## src/rtl/clk_mode_pkg.sv

```systemverilog
// Shared encodings and defaults for the front-panel clock mode controller.
package clk_mode_pkg;

  typedef enum logic [1:0] {
    MODE_SLOW = 2'b00,
    MODE_FAST = 2'b01,
    MODE_STEP = 2'b10
  } mode_e;

  // 20 ms of stable samples at the 50 MHz board oscillator
  localparam int DB_CYCLES_DEF   = 1000000;
  localparam int SYNC_STAGES_DEF = 2;

endpackage

```

## src/rtl/clk_mode_if.sv

```systemverilog
// Front-panel buttons in, divider/gating controls out.
interface clk_mode_if;
  logic       btn_mode;
  logic       btn_step;
  logic       choose;
  logic       halt;
  logic       step_pulse;
  logic [1:0] mode;

  modport master (
    output btn_mode, btn_step,
    input  choose, halt, step_pulse, mode
  );

  modport slave (
    input  btn_mode, btn_step,
    output choose, halt, step_pulse, mode
  );
endinterface

```

## src/rtl/btn_debounce.sv

```systemverilog
// Raw push-button to one-cycle press strobe: synchronizer, stability counter,
// registered rising-edge detect on the debounced level.
module btn_debounce
  import clk_mode_pkg::*;
#(
  parameter int DB_CYCLES   = DB_CYCLES_DEF,
  parameter int SYNC_STAGES = SYNC_STAGES_DEF
) (
  input  logic clk_in,
  input  logic rst_n,
  input  logic btn_raw,
  output logic btn_press
);

  localparam int            CW       = $clog2(DB_CYCLES + 1);
  localparam logic [CW-1:0] CNT_LAST = CW'(DB_CYCLES - 1);

  logic [SYNC_STAGES-1:0] sync;
  logic                   db;
  logic                   db_q;
  logic [CW-1:0]          cnt;

  always_ff @(posedge clk_in or negedge rst_n) begin
    if (!rst_n) begin
      sync      <= '0;
      db        <= 1'b0;
      db_q      <= 1'b0;
      cnt       <= '0;
      btn_press <= 1'b0;
    end else begin
      sync <= {sync[SYNC_STAGES-2:0], btn_raw};
      // Any sample agreeing with the accepted level restarts the count
      if (sync[SYNC_STAGES-1] == db) begin
        cnt <= '0;
      end else if (cnt == CNT_LAST) begin
        db  <= ~db;
        cnt <= '0;
      end else begin
        cnt <= cnt + CW'(1);
      end
      db_q      <= db;
      btn_press <= db & ~db_q;
    end
  end

endmodule

```

## src/rtl/clk_mode_ctrl.sv

```systemverilog
// Run-mode controller ahead of the CPU clock divider: SLOW -> FAST -> STEP,
// with debounced buttons and single-cycle step pulses while halted.
module clk_mode_ctrl
  import clk_mode_pkg::*;
#(
  parameter int DB_CYCLES   = DB_CYCLES_DEF,
  parameter int SYNC_STAGES = SYNC_STAGES_DEF
) (
  input  logic        clk_in,
  input  logic        rst_n,
  clk_mode_if.slave   bus
);

  logic  mode_press;
  logic  step_press;
  mode_e state;
  logic  choose_q;
  logic  halt_q;
  logic  step_pulse_q;
  logic [1:0] mode_q;

  btn_debounce #(
    .DB_CYCLES   (DB_CYCLES),
    .SYNC_STAGES (SYNC_STAGES)
  ) u_db_mode (
    .clk_in    (clk_in),
    .rst_n     (rst_n),
    .btn_raw   (bus.btn_mode),
    .btn_press (mode_press)
  );

  btn_debounce #(
    .DB_CYCLES   (DB_CYCLES),
    .SYNC_STAGES (SYNC_STAGES)
  ) u_db_step (
    .clk_in    (clk_in),
    .rst_n     (rst_n),
    .btn_raw   (bus.btn_step),
    .btn_press (step_press)
  );

  always_ff @(posedge clk_in or negedge rst_n) begin
    if (!rst_n) begin
      state        <= MODE_SLOW;
      choose_q     <= 1'b0;
      halt_q       <= 1'b0;
      step_pulse_q <= 1'b0;
      mode_q       <= 2'b00;
    end else begin
      // A mode press in the same cycle swallows the step press
      step_pulse_q <= step_press && !mode_press && (state == MODE_STEP);
      case (state)
        MODE_SLOW: if (mode_press) state <= MODE_FAST;
        MODE_FAST: if (mode_press) state <= MODE_STEP;
        MODE_STEP: if (mode_press) state <= MODE_SLOW;
        default:   state <= MODE_SLOW;
      endcase
      choose_q <= (state == MODE_FAST);
      halt_q   <= (state == MODE_STEP);
      mode_q   <= state;
    end
  end

  assign bus.choose     = choose_q;
  assign bus.halt       = halt_q;
  assign bus.step_pulse = step_pulse_q;
  assign bus.mode       = mode_q;

endmodule
```

## src/flat_wrapper.sv

```systemverilog
// flat-port wrapper written by rule: the top's interface ports become plain ports
module clk_mode_ctrl_flat import clk_mode_pkg::*;
#(
  parameter int DB_CYCLES   = DB_CYCLES_DEF,
  parameter int SYNC_STAGES = SYNC_STAGES_DEF
)
  (clk_in, rst_n, bus_btn_mode, bus_btn_step, bus_choose, bus_halt, bus_step_pulse, bus_mode);
  clk_mode_if bus_i ();
  input  logic clk_in;
  input  logic rst_n;
  input wire logic [$bits(bus_i.btn_mode)-1:0] bus_btn_mode;
  input wire logic [$bits(bus_i.btn_step)-1:0] bus_btn_step;
  output wire logic [$bits(bus_i.choose)-1:0] bus_choose;
  output wire logic [$bits(bus_i.halt)-1:0] bus_halt;
  output wire logic [$bits(bus_i.step_pulse)-1:0] bus_step_pulse;
  output wire logic [$bits(bus_i.mode)-1:0] bus_mode;
  assign bus_i.btn_mode = bus_btn_mode;
  assign bus_i.btn_step = bus_btn_step;
  assign bus_choose = bus_i.choose;
  assign bus_halt = bus_i.halt;
  assign bus_step_pulse = bus_i.step_pulse;
  assign bus_mode = bus_i.mode;
  clk_mode_ctrl #(.DB_CYCLES(DB_CYCLES), .SYNC_STAGES(SYNC_STAGES)) u_core (.clk_in(clk_in), .rst_n(rst_n), .bus(bus_i));
endmodule
```

## config.mk

```make
export PLATFORM = sky130hd
export DESIGN_NAME = clk_mode_ctrl_flat
export DESIGN_NICKNAME = d
export VERILOG_FILES = /design/src/rtl/clk_mode_pkg.sv /design/src/rtl/clk_mode_if.sv /design/src/rtl/btn_debounce.sv /design/src/rtl/clk_mode_ctrl.sv /design/src/flat_wrapper.sv
export SDC_FILE = /design/constraint.sdc
export NUM_CORES = 1
export LEC_CHECK = 0
export CORE_MARGIN = 2
export CORE_UTILIZATION = 24
export CTS_BUF_LIST = sky130_fd_sc_hd__clkbuf_8
export DETAILED_ROUTE_END_ITERATION = 6
export SYNTH_ARGS = -nofsm -noshare
export SYNTH_HDL_FRONTEND = slang
export SYNTH_SLANG_ARGS = --single-unit
export TNS_END_PERCENT = 100
```

## constraint.sdc

```tcl
create_clock -name clk_in -period 2.3 [get_ports clk_in]
set_input_delay 0.345 -clock clk_in [delete_from_list [all_inputs] [get_ports clk_in]]
set_output_delay 0.345 -clock clk_in [all_outputs]
set_load 0.1 [all_outputs]
```

## Word-level counts from Yosys, hierarchy flattened

Cells that the tools add are included.

- Output and inout port bits: 5
- Bits in registers: 57
- Input port bits: 4
- Word-level logic and storage cells: 49

- Reductions and logical operators: 7
- Bitwise operators: 8
- Equality and inequality tests: 9
- Mux-type cells: 8
- $add $sub $neg: 2

Operators with widths:

| kind | number |
|---|---|
| $mux 20 | 4 |
| $add 20x1->20 const B | 2 |
| $eq 20x20->1 const B | 2 |
| $mux 2 | 3 |
| $ne 2x2->1 const B | 3 |
| $not 1->1 | 6 |
| $pmux 2 s3 | 1 |
| $reduce_and 2->1 | 2 |
| $reduce_and 3->1 | 1 |
| $and 1x1->1 | 2 |
| $eq 1x1->1 | 2 |
| $eq 2x1->1 const B | 1 |
| $eq 2x2->1 const B | 1 |
| $logic_and 1x1->1 | 2 |
| $logic_not 2->1 | 1 |
| $logic_not 1->1 | 1 |

## Logic depth before layout (Yosys ltp)

- Depth in word-level cells: 3
- Depth in mapped cells: 6
- Mapped depth without buffers: 5

## Cells and area by module

From an unflattened synthesis, not the netlist that was laid out.

- Cells, all modules: 235
- Area, all modules: 2577.5 um2

By module, submodules not included:

| module | cells an instance | area an instance (um2) | seq. area each (um2) | instances |
|---|---|---|---|---|
| btn_debounce | 111 | 1171.1 | 625.6 | 2 |
| clk_mode_ctrl | 13 | 235.2 | 175.2 | 1 |

## Least setup slack after synthesis

No wires, ideal clock.

- Path type: reg2reg
- Start point: register u_core.u_db_mode.cnt[13]
- End point: register u_core.u_db_mode.db
- Library setup time: 128 ps
- Required time: 2172 ps
- Slack: 245 ps
- Buffers on the path: 0
- Period minus slack after synthesis: 2055 ps
- Data arrival time: 1927 ps
- Stages on the path, launching flop included: 5
- Path through: dfrtp_1 or4_1 or4_4 nor2_1 mux2_1

- Word-level cells in the longest chain between the ends: 2

RTL lines:

| what | RTL line | source |
|---|---|---|
| from (decl) | btn_debounce.sv:21 | `logic [CW-1:0] cnt;` |
| from (signal assigned) | btn_debounce.sv:39 | `cnt <= cnt + CW'(1);` |
| $eq 20x20->1 | btn_debounce.sv:35 | `end else if (cnt == CNT_LAST) begin` |
| $reduce_and 2->1 (no line) | n/a |  |
| to (signal assigned) | btn_debounce.sv:36 | `db <= ~db;` |
| to (decl) | btn_debounce.sv:19 | `logic db;` |

Every way passes these cells.
A chain may end at the register's enable or synchronous reset.

## Worst setup path in the final report

Ends and elaborated chain as after synthesis.

==> impl_metrics.ini <==
[routing]
drt_wl_total_um = 4400
vias_per_cell = 4.35
antenna_left = 0
drc = 0
route.vias.total = 1736
drt_iter0_drc = 58
wl_per_cell_um = 11.0
first_pass_iters = 4

[sta]
fin_crit_sh_pct = 92.4
post-route-min-period_ns = 2.13
clock_skew_ns = 0.00840
final_max_slew_viol_count = 0
timing.final.ws_setup_ns = 0.174
grt_setup_unrepaired = false
worst_pin_slew_ns = 0.585
tns_ns = 0
fin_hold_ws_ns = 0.0153
setup_violations = 0
hold_violations = 0
relSlewSlack_pct = 60.6
max_freq_mhz = 470

[floorplan]
fp.dieH_um = 107
rows = 37
die_width_um = 107
coreArea_sq_um = 10300
die_area_sq_um = 11500
initial_core_util_pct = 24.8
io_pins = 9

[setup_path]
reg2reg_depth = 4
critPathTopFamily = simple AND/OR/NAND/NOR gates
arrival_ns = 2.33
crit_path_cell_trace = or4_1, or4_4, nor2_1, mux2_1
critical_path.max_fanout = 5
rr_startpoint = u_core.u_db_mode.cnt[13]
cp.required_ns = 2.51
r2r_setup_slack_ns = 0.17
cp-start-kind = register
r2r-end = u_core.u_db_mode.db
critPathBufInv = 0
cpMaxStageDelayCell = or4_1
cp-end-kind = register
path_class = register to register
max_stage_delay_ns = 0.52

[final_layout]
area_growth_syn_to_layout_pct = 18.2
antenna_cells = 0
final_nets = 265
final_layout_size_suffix_gt1_share_pct = 15.6
postLayoutCoreUtil_pct = 29.3
fillers = 1054

[clocking]
insertion_delay_ns = 0.32
cts.path.max_buffers = 2
cts.htree.levels = 3
holdBufCountCts = 0
cts_buffers = 9
cts_resized = 0
ctsRootBufferMaster = clkbuf_8
path_clk_slew_ns = 0.06
cts_tree = yes
clock-sinks = 57
cts_setup_buffers = 0

[synth]
yosys_warnings = 0
async_flop_share_pct = 100
synth.distinct_cells = 36
post_synth.cell_area_avg_sq_um = 10.7
ys_seq_elements = 57
synth.cell_area_sq_um = 2560
seq_area_frac_synth_pct = 55.8
synth.top_cells.by_count = 57 x dfrtp_1, 33 x nor2_1, 18 x xnor2_1, 15 x nand3_1
synth_top_area_cell = dfrtp_1
ys.flop_type = dfrtp_1
synth.area.top_cells = dfrtp_1 56%, xnor2_1 6.2%, nor2_1 4.8%
yosysTopAreaCellShare_pct = 55.8
synthCells = 238
yosysMostFrequentCell = dfrtp_1
syn_nets = 244
synth_edf_count = 0

[pwr]
sequentialPowerShare_pct = 51.2
pwr-share-comb_pct = 3.2
internal-power_mw = 1.58
swShare_pct = 21.0
power_mw = 2.00
power.density_nw_per_um2 = 663
ir_drop_uv = 237
power.leakage_nw = 1.23
clock_power_share_pct = 45.6
switching_power_mw = 0.420

[hold_path]
hold_class = primary input to asynchronous set/reset pin

[global_routing]
grt_use_met1_pct = 11.3
grt_pass1_wl_um = 7960
use_met2_pct = 12.7
use_met3_pct = 2.86
globalRouteOverflowTotal = 0
grt.busiest_layer = met2
grt_max_degree = 58
track_usage_pct = 8.72
antenna_found_initial = 0
grt_pass1_vias = 1773

[placed_design]
port-buffer-count = 8
place_ws_ns = 0.165
gp_congestion = 0.726
dp_hpwl_um = 2900

[status]
status = completed

[run]
drv_cap = 0
## state kept, by name, indices dropped and copies added (netlist names), 2 cells and up
register               flops
u_core.u_db_step.sync      2
u_core.bus.mode            2
u_core.state               2
u_core.u_db_mode.sync      2
u_core.u_db_mode.cnt      20
u_core.u_db_step.cnt      20
## placed cells by master (no fill, tap or decap), types with 4 or more instances in the layout
| cell | netlist | final |
|---|---|---|
| a21oi_1 | 10 | 10 |
| buf_4 | 0 | 9 |
| clkbuf_8 | 0 | 11 |
| dfrtp_1 | 57 | 57 |
| inv_1 | 10 | 11 |
| nand2_1 | 10 | 10 |
| nand3_1 | 15 | 15 |
| nand4_1 | 6 | 6 |
| nor2_1 | 33 | 33 |
| nor2b_1 | 4 | 4 |
| nor3_1 | 8 | 8 |
| nor4_1 | 5 | 5 |
| o21ai_0 | 8 | 8 |
| o31ai_1 | 4 | 4 |
| or4_1 | 7 | 7 |
| xnor2_1 | 18 | 18 |
| xor2_1 | 8 | 8 |
## power by group through the flow
stage          clock [mW]  combinational (mW)  sequential [mW]
2_1_floorplan           0              0.0280             1.04
3_5_place_dp            0              0.0654             1.04
3_3_place_gp            0              0.0656             1.04
5_1_grt             0.997              0.0749             1.03
4_1_cts             0.947              0.0659             1.03
6_report            0.914              0.0631             1.03
## cell type report
class	count	area (sq um)	area share (%)
inverters	10	37.5	1.24
multi-input cells	167	1060	35.1
flip-flops and latches	57	1430	47.2
well taps	136	170	5.63
repair buffers	14	133	4.39
clock buffers	11	151	5.01
clock inverters	4	43.8	1.45
## worst register-to-register path: cells and delay by family, from the launching register on
kind          cells  cell delay (ns)
simple gates      3             1.25
mux               1             0.34
flops             1             0.42
## per-stage QoR
stage               instances  cell area, sq um
floorplan                 238              2560
global placement          384              2830
detailed placement        384              2830
CTS                       399              3020
global route              399              3020
finish                    399              3020
## worst max path at each step
| stage | start | endpoint | slack (ns) | depth (start not counted) |
|---|---|---|---|---|
| after detailed placement | u_core.u_db_mode.cnt[13] | u_core.u_db_mode.db | 0.16 | 4 |
| after CTS | u_core.u_db_mode.cnt[13] | u_core.u_db_mode.db | 0.15 | 4 |
| after global routing | u_core.u_db_mode.cnt[13] | u_core.u_db_mode.db | 0.04 | 4 |
| after floorplan | u_core.u_db_mode.cnt[13] | u_core.u_db_mode.db | 0.24 | 4 |
| final | u_core.u_db_mode.cnt[13] | u_core.u_db_mode.db | 0.17 | 4 |
| after global placement | u_core.u_db_mode.cnt[13] | u_core.u_db_mode.db | 0.19 | 4 |
## per-layer routing
layer  wire [um]  share of wire (%)
met1        2240                 51
met2        1940                 44
met3         141                3.2
met4          78                1.8
met5           0                  0
## logic make-up (layout without fill, tap and decap cells)
logic type	after synthesis	after routing	synth area share, %
AND/OR/NAND/NOR	108	108	22.8
flip-flops	57	57	55.8
AO/OA/AOI/OAI	26	26	6.65
adder cells (fa/ha/maj)	2	2	0.978
multiplexers	5	5	2.10
buffers and inverters	14	39	2.74
XOR/XNOR	26	26	8.90
Power figures use the tool's default switching activity.
